[config.mk]
export PLATFORM = sky130hd
export DESIGN_NAME = reg_dump_tx
export DESIGN_NICKNAME = d
export VERILOG_FILES = /design/src/rtl/reg_dump_tx.sv
export SDC_FILE = /design/constraint.sdc
export NUM_CORES = 1
export LEC_CHECK = 0
export CAP_MARGIN = 40
export CORE_MARGIN = 2
export CORE_UTILIZATION = 35
export CTS_BUF_LIST = sky130_fd_sc_hd__clkbuf_4
export CTS_CLUSTER_SIZE = 10
export DETAILED_ROUTE_END_ITERATION = 10
export SYNTH_ARGS = -nofsm -noshare
export SYNTH_HDL_FRONTEND = slang
export SYNTH_SLANG_ARGS = --single-unit
export TNS_END_PERCENT = 30
[constraint.sdc]
create_clock -name clk -period 3.1 [get_ports clk]
set_input_delay 0.31 -clock clk [delete_from_list [all_inputs] [get_ports clk]]
set_output_delay 0.31 -clock clk [all_outputs]
set_load 0.005 [all_outputs]
[src/rtl/reg_dump_tx.sv]
// Register-file dump transmitter: walks x0..x31 through a spare read port and
// sends each value as eight lowercase hex digits plus LF over UART 8N1.
module reg_dump_tx #(
    parameter int CLKS_PER_BIT = 104,
    parameter bit HALT_TRIGGER = 1'b1
) (
    input  logic        clk,
    input  logic        reset,
    input  logic        start,
    input  logic [31:0] instr,
    output logic [4:0]  rf_addr,
    input  logic [31:0] rf_data,
    output logic        tx,
    output logic        busy,
    output logic        done
);

    localparam logic [31:0] HALT_INSTR = 32'h0000006F;
    localparam int BAUD_W = $clog2(CLKS_PER_BIT);
    localparam logic [BAUD_W-1:0] BAUD_LAST = BAUD_W'(CLKS_PER_BIT - 1);

    typedef enum logic [2:0] {IDLE, LOAD, START, DATA, STOP} state_t;

    state_t state;
    state_t state_next;

    logic [4:0]        reg_idx;
    logic [3:0]        char_idx;
    logic [2:0]        bit_idx;
    logic [BAUD_W-1:0] baud_cnt;
    logic [31:0]       shadow;
    logic              armed;

    logic       is_halt;
    logic       halt_fire;
    logic       trigger;
    logic       baud_end;
    logic       last_char;
    logic       last_reg;
    logic       tx_next;
    logic [3:0] nibble;
    logic [7:0] char_byte;

    // A held halt loop only fires once: arming needs a non-halt instruction first.
    assign is_halt   = (instr == HALT_INSTR);
    assign halt_fire = HALT_TRIGGER && is_halt && armed;
    assign trigger   = start || halt_fire;
    assign baud_end  = (baud_cnt == BAUD_LAST);
    assign last_char = (char_idx == 4'd8);
    assign last_reg  = (reg_idx == 5'd31);
    assign rf_addr   = reg_idx;

    always_comb begin
        nibble = 4'h0;
        case (char_idx[2:0])
            3'd0: nibble = shadow[31:28];
            3'd1: nibble = shadow[27:24];
            3'd2: nibble = shadow[23:20];
            3'd3: nibble = shadow[19:16];
            3'd4: nibble = shadow[15:12];
            3'd5: nibble = shadow[11:8];
            3'd6: nibble = shadow[7:4];
            3'd7: nibble = shadow[3:0];
            default: nibble = 4'h0;
        endcase
    end

    always_comb begin
        char_byte = 8'h0A;
        if (!last_char) begin
            if (nibble < 4'd10)
                char_byte = 8'h30 + {4'h0, nibble};
            else
                char_byte = 8'h57 + {4'h0, nibble};
        end
    end

    always_ff @(posedge clk or posedge reset) begin
        if (reset)
            state <= IDLE;
        else
            state <= state_next;
    end

    always_comb begin
        state_next = state;
        case (state)
            IDLE:  if (trigger) state_next = LOAD;
            LOAD:  state_next = START;
            START: if (baud_end) state_next = DATA;
            DATA:  if (baud_end && bit_idx == 3'd7) state_next = STOP;
            STOP: begin
                if (baud_end) begin
                    if (!last_char)
                        state_next = START;
                    else if (!last_reg)
                        state_next = LOAD;
                    else
                        state_next = IDLE;
                end
            end
            default: state_next = IDLE;
        endcase
    end

    always_comb begin
        tx_next = 1'b1;
        busy    = (state != IDLE);
        case (state)
            START:   tx_next = 1'b0;
            DATA:    tx_next = char_byte[bit_idx];
            default: tx_next = 1'b1;
        endcase
    end

    // The line is re-timed through a flop so tx never glitches from inputs.
    always_ff @(posedge clk or posedge reset) begin
        if (reset) begin
            tx   <= 1'b1;
            done <= 1'b0;
        end else begin
            tx   <= tx_next;
            done <= (state == STOP) && baud_end && last_char && last_reg;
        end
    end

    always_ff @(posedge clk or posedge reset) begin
        if (reset) begin
            reg_idx  <= 5'd0;
            char_idx <= 4'd0;
            bit_idx  <= 3'd0;
            baud_cnt <= '0;
            shadow   <= 32'h0;
        end else begin
            case (state)
                IDLE: begin
                    baud_cnt <= '0;
                    if (trigger)
                        reg_idx <= 5'd0;
                end
                LOAD: begin
                    shadow   <= rf_data;
                    char_idx <= 4'd0;
                    bit_idx  <= 3'd0;
                    baud_cnt <= '0;
                end
                START: begin
                    baud_cnt <= baud_end ? '0 : baud_cnt + 1'b1;
                end
                DATA: begin
                    if (baud_end) begin
                        baud_cnt <= '0;
                        bit_idx  <= bit_idx + 1'b1;
                    end else begin
                        baud_cnt <= baud_cnt + 1'b1;
                    end
                end
                STOP: begin
                    if (baud_end) begin
                        baud_cnt <= '0;
                        if (!last_char)
                            char_idx <= char_idx + 1'b1;
                        else if (!last_reg)
                            reg_idx <= reg_idx + 1'b1;
                    end else begin
                        baud_cnt <= baud_cnt + 1'b1;
                    end
                end
                default: baud_cnt <= '0;
            endcase
        end
    end

    always_ff @(posedge clk or posedge reset) begin
        if (reset)
            armed <= 1'b1;
        else if (!is_halt)
            armed <= 1'b1;
        else if (state == IDLE && halt_fire)
            armed <= 1'b0;
    end

endmodule

==> flow_results.org, run 1 <==
** Outcome
- Run status :: finished, final reports clean

** Final layout
- Layout overhead on the synthesized area :: 35.04%
- Count of nets after finishing :: 507
- N_diodes :: 0
- Commonest cells after routing, fill and taps aside :: 115 x sky130_fd_sc_hd__nand2_1, 74 x sky130_fd_sc_hd__clkdlybuf4s50_1, 55 x sky130_fd_sc_hd__dfrtp_1
- Share of the core filled with cells in the final layout :: 0.4904
- Most common cell after layout, fill and taps aside :: sky130_fd_sc_hd__nand2_1
- In the final layout, the share of cells above drive strength 1 is 0.1062.

** Synth
- Adder and majority cell fraction of the synthesized area :: 0.04981
- Of the post-synthesis cell area, the part taken by muxes is 0.01121.
- Counting every instance in the synthesized netlist gives 343.
- After synthesis, the mean cell area works out to 8.788 um2.
- Synth Area in Simple Gates :: 0.2794
- Of all cell types, the one taking the most synthesized area is sky130_fd_sc_hd__dfrtp_1.
- Synth Net Count :: 422
- Post-synthesis instance area :: 3014 um2
- Yosys warning total :: 0
- Combinational family with the most area after synthesis :: simple AND/OR/NAND/NOR gates
- The synthesized design contains 57 register bits.
- Yosys mapped the design onto 50 distinct sky130hd cell types.
- The share of synthesized area in the top cell type comes to 0.4566.
- Seq/Total Area, Yosys :: 0.4741
- Compound-cell area share of the yosys netlist :: 0.1395
- After synthesis, the cell types taking the most area are sky130_fd_sc_hd__dfrtp_1 46%, sky130_fd_sc_hd__nand2_1 14%, sky130_fd_sc_hd__ha_1 5.0%, sky130_fd_sc_hd__o21ai_0 3.0%, sky130_fd_sc_hd__nand3_1 2.3%.
- Xor-xnor portion of the synthesized cell area :: 0.01453

** Critical path
- Critical setup path kind :: reg2reg
- Dominant cell type by count on the critical path :: sky130_fd_sc_hd__ha_2
- Data arrival time of the critical path :: 3.26 ns
- For the worst setup path, the data required time is 3.40 ns.
- Ordered list of cells on the worst path :: ha_2, ha_2, or4_4, or2_4, a31oi_4, inv_1, ha_2, a211o_1, a311oi_1, or4_1
- For this run, the slowest stage of the critical path takes 0.54 ns.
- STA classifies the critical path startpoint as a register.
- The worst setup path is captured at a register.
- In this run the worst path has a maximum fanout of 5.
- For this design, the slowest cell found on the critical path is sky130_fd_sc_hd__or4_4.

** Routing
- The routed design has 7449 um of wire.
- Vias per std cell :: 5.078
- The first detailed-routing pass ran for 4 iterations.
- Antenna-violating nets left :: 0
- Routed wire length per instance :: 13.85 um
- The detailed router finished its first iteration with 80 violations.
- Detailed routing inserted a total of 2732 vias.
- Residual DRC count :: 0

** STA
- Final worst clock skew :: 0.01901 ns
- Tightest slew margin relative to the limit :: 0.6498
- Number of endpoints failing setup at the final stage :: 0
- Setup repair after global routing left no endpoint under its margin.
- The final-report max-slew violation count is 0.
- Of the available clock period, the critical path in the final layout requires 0.9552.
- WHS :: 0.2208 ns
- Total Neg Setup Slack :: 0 ns
- For the finished layout, the period the worst path requires is 2.961 ns.
- Final Hold Viols :: 0
- Worst slew pin tran :: 0.5242 ns
- Setup slack on the critical path of the routed design comes to 0.1387 ns.
- Achievable Freq :: 337.7 MHz

** Clock network
- Hold-fix buffer count after cts :: 0
- Clock Tree Root :: sky130_fd_sc_hd__clkbuf_4
- Number of buffers created by CTS :: 9
- TritonCTS built the clock tree.
- The clock reaches the later pin of the worst-skew pair after 0.39 ns.
- Count of H-tree levels built during CTS :: 3
- Number of buffers on the longest clock path :: 2
- Clk sinks :: 57
- Clk pin slew, worst setup/hold paths :: 0.11 ns

** Hold path
- In this run the worst hold path is classified as in2async.

** Floorplanning
- The die covers 9370 um2.
- Vertical die dimension :: 96.80 um
- The floorplan has 33 rows.
- Die W :: 96.80 um
- Core box area :: 8299 um2
- Initial Util :: 0.3632
- Io pins :: 75

** Placed design
- At the end of routability-driven placement, the weighted congestion stood at 0.8175.
- Summed over all nets, the half-perimeter wirelength after detailed placement is 5509 um.
- Pre-CTS WS :: 0.05592 ns
- Total of buffers placed on input and output ports :: 74

** Power and ir drop
- Leak :: 1.717 nW
- Total power draw :: 1.372 mW
- The worst-case IR drop observed on VDD is 0.1881 mV.
- For this design the ratio of total power to cell area is 337.0 nW/um2.

** Global route
- For this run, the total global-route usage over all layers was measured as 0.1642.
- The first global-routing pass estimated 12620 um of wire.
- Overflow after GRT :: 0
- Number of global-route vias before repair :: 2682
- Pin count of the biggest net entering global routing :: 36
- Antenna violations before repair :: 0

** Run
- The tool flagged a number of max-cap violations equal to 0.
[power by group]
group	total, mW	internal, mW	switching, mW
Sequential	0.743	0.743	0
Clock	0.525	0.250	0.275
Combinational	0.104	0.0761	0.0279
[layer usage]
metal  part of all wire  track usage
met3              0.057      0.04118
met2               0.45       0.2650
met4              0.034      0.08559
met5                  0            0
met1               0.46       0.2029
[stage by stage]
stage,cells,cell area [um2]
finish,538,4070
global placement,521,3921
CTS,537,4055
global route,538,4070
detailed placement,521,3921
floorplan,343,3014
[cells by family (layout without fill, tap and decap cells)]
group	Yosys count	after routing
AOI/OAI and AO/OA	55	55
xor gates and xnor gates	5	5
adders and majority gates	12	12
buffers and inverters	23	113
DFF	57	57
muxes	3	3
and+or+nand+nor	188	188
[timing repair]
item / in CTS / in global routing
setup buffers: 0 / 1
endpoints found under the setup margin: 0 / 1
gates resized for setup: 0 / 3
[critical path: cells and delay by family, from the launching register on]
family,cells,cell delay (ns)
flip-flops,1,0.42
AND/OR/NAND/NOR,3,1.35
AO/OA/AOI/OAI,3,0.36
adder cells (fa/ha/maj),3,0.69
buffers and inverters,1,0.06
[worst paths after layout]
| check | from | to | slack, ns | depth (start not counted) |
|---|---|---|---|---|
| max reg2reg | char_idx[1] | tx | 0.14 | 10 |
| min reg2reg | baud_cnt[0] | baud_cnt[0] | 0.45 | 1 |
| min | reset | rf_addr[2] | 0.22 | 2 |
| min in group clk | rf_data[4] | shadow[4] | 0.43 | 3 |
| max | char_idx[1] | tx | 0.14 | 10 |
| max in group asynchronous | reset | shadow[17] | 2.23 | 3 |
[sequential cells by signal, summed over array words and instances (netlist names)]
register,cells
rf_addr,5
shadow,32
char_idx,4
tx,1
done,1
bit_idx,3
baud_cnt,7
state,3
armed,1
[synth_stat cells (all sizes together)]
master and n:
nand2b 3, inv 10, nor4 9, nor2 18, or3 1, xnor2 3
xor2 2, or4 3, a221oi 4, or2 1, a22o 3, o21ai 20
nand4 5, o22ai 2, nand3b 2, a21bo 1, a2bb2oi 1, a32o 1
or3b 1, nor3 5, mux2 3, a2111oi 1, dfrtp 55, a21o 2
and2 2, nor3b 2, nand2 115, o22a 1, a211o 3, nand3 14
dfstp 2, o311ai 1, a22oi 4, a31oi 2, a21boi 1, ha 12
clkbuf 11, a311oi 1, and3 3, a21oi 5, buf 2, a222oi 2
nand4bb 1, nor2b 3
[final cells by class]
class,count,area [um2]
clock buffers,10,75.07
clock inverters,6,58.81
fillers,794,4229
inverters,10,37.54
multi-input cells,263,1500
flip-flops and latches,57,1429
well taps,105,131.4
repair buffers,87,838.3
Power figures use the tool's default switching activity.
==> run 2: changes to the inputs <==
--- a/config.mk
+++ b/config.mk
@@ -7,10 +7,11 @@
 export LEC_CHECK = 0
 export CAP_MARGIN = 40
 export CORE_MARGIN = 2
-export CORE_UTILIZATION = 35
+export CORE_UTILIZATION = 46
 export CTS_BUF_LIST = sky130_fd_sc_hd__clkbuf_4
 export CTS_CLUSTER_SIZE = 10
 export DETAILED_ROUTE_END_ITERATION = 10
+export PLACE_DENSITY = 0.78
 export SYNTH_ARGS = -nofsm -noshare
 export SYNTH_HDL_FRONTEND = slang
 export SYNTH_SLANG_ARGS = --single-unit
==> run 2 against run 1 <==
Critical path depth is 2 higher. Cell area is 0.98% lower. Final cell count is 5.0% lower. Sequential power hardly changed. Global-route usage is 5.8 points higher. Clock power is 17% lower. Count of clock-buffer cells in the layout is 1 higher. Sequential share of layout area is 0.35 points higher. Maximum frequency is 0.53% lower. Sequential cell count stayed put. Non-clock buffer count is 1 higher. Critical path type unchanged. Critical endpoint unchanged. Highest routed layer unchanged.
==> flow_results.org, run 2 (same netlist as run 1, synthesis figures left out) <==
** STA
- The tightest hold path in the finished design has a slack of 0.2984 ns.
- Part of the cycle the worst path needs :: 0.9604
- Number of endpoints failing setup at the final stage :: 0
- Clock skew on the completed layout was measured at 0.01219 ns.
- Fin. max-slew vios :: 0
- Final Hold Viols :: 0
- The smallest clock period supported by the final layout is computed as 2.977 ns.
- For the pin with the worst max-slew slack, the measured transition is 0.6088 ns.
- Achievable Freq :: 335.9 MHz
- Measured against its own limit, the worst slew margin works out to 0.5936.

** Routing
- Drt first-iter violations :: 121
- The detailed router placed 2778 vias in this run.
- Before antenna repair, the detailed router went through 4 iterations.
- Residual DRC count :: 0
- In the final routed layout, each cell accounts on average for 14.47 um.
- Vias per std cell :: 5.436
- Once detail routing completed, the nets flagged for antenna violations numbered 0.
- After detailed routing, the total wire length is 7395 um.

** Critical path
- Launch point of the worst reg-to-reg path :: char_idx[0]
- The critical path in this run is classified as reg2reg.
- In this run the worst path has a maximum fanout of 4.
- The worst setup path is launched from a register.
- Worst r2r dst :: tx
- The number of cells on the worst reg-to-reg path is 12.
- Data on the critical path arrives at its endpoint at 3.29 ns.
- The worst setup path is captured at a register.
- Data required time of the critical path :: 3.41 ns
- Reg2reg setup slack :: 0.12 ns

** Power and ir drop
- The share of total power dissipated in combinational logic is 0.080.
- Of the total power, the share spent switching nets is 0.2251.
- Part of the total power dissipated in sequential elements :: 0.580
- The design draws 1.281 mW.
- In this run the power density over the cells is 317.9 nW/um2.
- Net switching power of the design :: 0.2884 mW
- Cell internal power was estimated by the tool at 0.9928 mW.
- The share of total power dissipated in the clock network is 0.340.
- Leak :: 1.717 nW
- IR Drop Worst-Case VDD :: 0.2531 mV

** Global route
- For this run, global-route usage on met3 was measured as 0.05156.
- The number of antenna violations at the first check in global routing came to 0.
- For this run, the total global-route usage over all layers was measured as 0.2224.
- In the global route stage, met1 resource usage came out at 0.2538.
- The via count of the first global-routing pass is 2885.
- Overflow after GRT :: 0
- Met2 layer usage reported by global route :: 0.3942
- Entering global routing, the biggest net connects 36 pins.
- In this run the most used layer during global routing was met2.
- The first global-routing pass estimated 12850 um of wire.

** Clock network
- Worst-skew pair later-pin latency :: 0.40 ns
- Clock Tree Root :: sky130_fd_sc_hd__clkbuf_4
- In this run the deepest clock path goes through 2 buffers.
- TritonCTS built the clock tree.
- Counting the buffers created by CTS gives 9.
- Buffers inserted to repair hold after CTS numbered 0.
- Clk sinks :: 57
- Clk pin slew, worst setup/hold paths :: 0.10 ns
- In this run the number of H-tree levels came out at 3.

** Final layout
- Finished Layout Cells :: 511
- In the final layout, the share of cells above drive strength 1 is 0.1152.
- N_diodes :: 0
- In the layout the commonest cells are 115 x sky130_fd_sc_hd__nand2_1, 74 x sky130_fd_sc_hd__clkdlybuf4s50_1, 55 x sky130_fd_sc_hd__dfrtp_1.
- For this run, the post-layout net count is 508.
- Once layout is complete, the utilization of the core stands at 0.6347.
- More flip-flops sit in one register than any other, and that register is shadow.
- Number of filler cells placed in the layout :: 568
- Leaving out fill and tap cells, the most frequent cell in the layout is sky130_fd_sc_hd__nand2_1.
- Layout Cell Area excl Fill :: 4030 um2
- Layout overhead on the synthesized area :: 33.71%
- The register with the most flip-flops in the layout has 32 of them.

** Outcome
- The flow ran to the end, and the final reports show no timing, DRC or antenna violations.

** Floorplanning
- Initial Util :: 0.4747
- Num rows :: 29
- Vertical die dimension :: 84.95 um
- Die W :: 84.95 um
- The total area inside the core boundary comes to 6350 um2.
- Io pins :: 75
- Die ar. :: 7216 um2

** Placed design
- Including well taps, the total number of placed cells is 491.
- Cell area reported after detailed placement :: 3871 um2
- At the end of routability-driven placement, the weighted congestion stood at 0.8537.
- Detail Placement HPWL :: 5489 um
- Total of buffers placed on input and output ports :: 74

** Run
- Max_cap viols :: 0

** Hold path
- Worst hold path class :: in2async
==> run 2: cell types whose count changed in the layout (fill, tap and decap cells not counted), sizes merged <==
cell | previous run | this run
buf | 13 | 14
clkbuf | 10 | 11
bufinv | 1 | 0
clkinvlp | 2 | 0
clkinv | 3 | 5
==> run 2: worst max-delay path, stage by stage, from the launching register on <==
cell and delay, ns:
sky130_fd_sc_hd__dfrtp_1 0.40, sky130_fd_sc_hd__ha_2 0.21, sky130_fd_sc_hd__ha_1 0.19, sky130_fd_sc_hd__or4_4 0.50, sky130_fd_sc_hd__or2_4 0.30, sky130_fd_sc_hd__a31oi_4 0.18, sky130_fd_sc_hd__inv_2 0.05, sky130_fd_sc_hd__ha_2 0.18
sky130_fd_sc_hd__inv_1 0.07, sky130_fd_sc_hd__a21oi_2 0.05, sky130_fd_sc_hd__o21ai_2 0.12, sky130_fd_sc_hd__o311ai_2 0.11, sky130_fd_sc_hd__or4_1 0.52
==> run 2: stage by stage <==
step | worst slack [ns] | TNS [ns]
finish | 0.1229 | 0
global route | -0.00005773 | -0.00005773
CTS | 0.01801 | 0
detailed placement | -0.01971 | -0.01971
global placement | 0.09883 | 0
floorplan | 0.03944 | 0
==> run 2: power by group through the flow <==
stage	Sequential, mW	Clock (mW)	Combinational, mW
finish	0.743	0.435	0.103
global route	0.743	0.482	0.112
CTS	0.743	0.448	0.105
detailed placement	0.758	0	0.105
global placement	0.758	0	0.102
floorplan	0.758	0	0.0143
==> run 2: how the worst max path moves through the flow <==
stage,startpoint,slack [ns],to
4_1_cts,char_idx[0],0.02,tx
3_5_place_dp,char_idx[0],-0.02,tx
5_1_grt,char_idx[0],-0.00006,tx
6_report,char_idx[0],0.12,tx
3_3_place_gp,char_idx[0],0.1,tx
2_1_floorplan,char_idx[0],0.04,tx
==> run 2: cell type report <==
cell class                      count  area [um2]  area share
Tap cell                           77       96.34     0.02391
Clock inverter                      5       22.52    0.005588
Sequential cell                    57        1429      0.3545
Inverter                           10       37.54    0.009314
Clock buffer                       11       82.58     0.02049
Timing Repair Buffer               88       849.6      0.2108
Multi-Input combinational cell    263        1513      0.3753
==> run 2: repair_timing <==
item / 4_1_cts / 5_1_grt
endpoints found under the setup margin: 1 / 1
gates resized for setup: 0 / 8
setup buffers: 2 / 2
pin swaps: 0 / 3
==> run 2: routing by layer <==
metal | vias to the layer above | part of all wire
met4 | 0 | 0.016
met2 | 104 | 0.52
met1 | 1306 | 0.39
met3 | 11 | 0.075
li1 | 1357 | -
met5 | - | 0
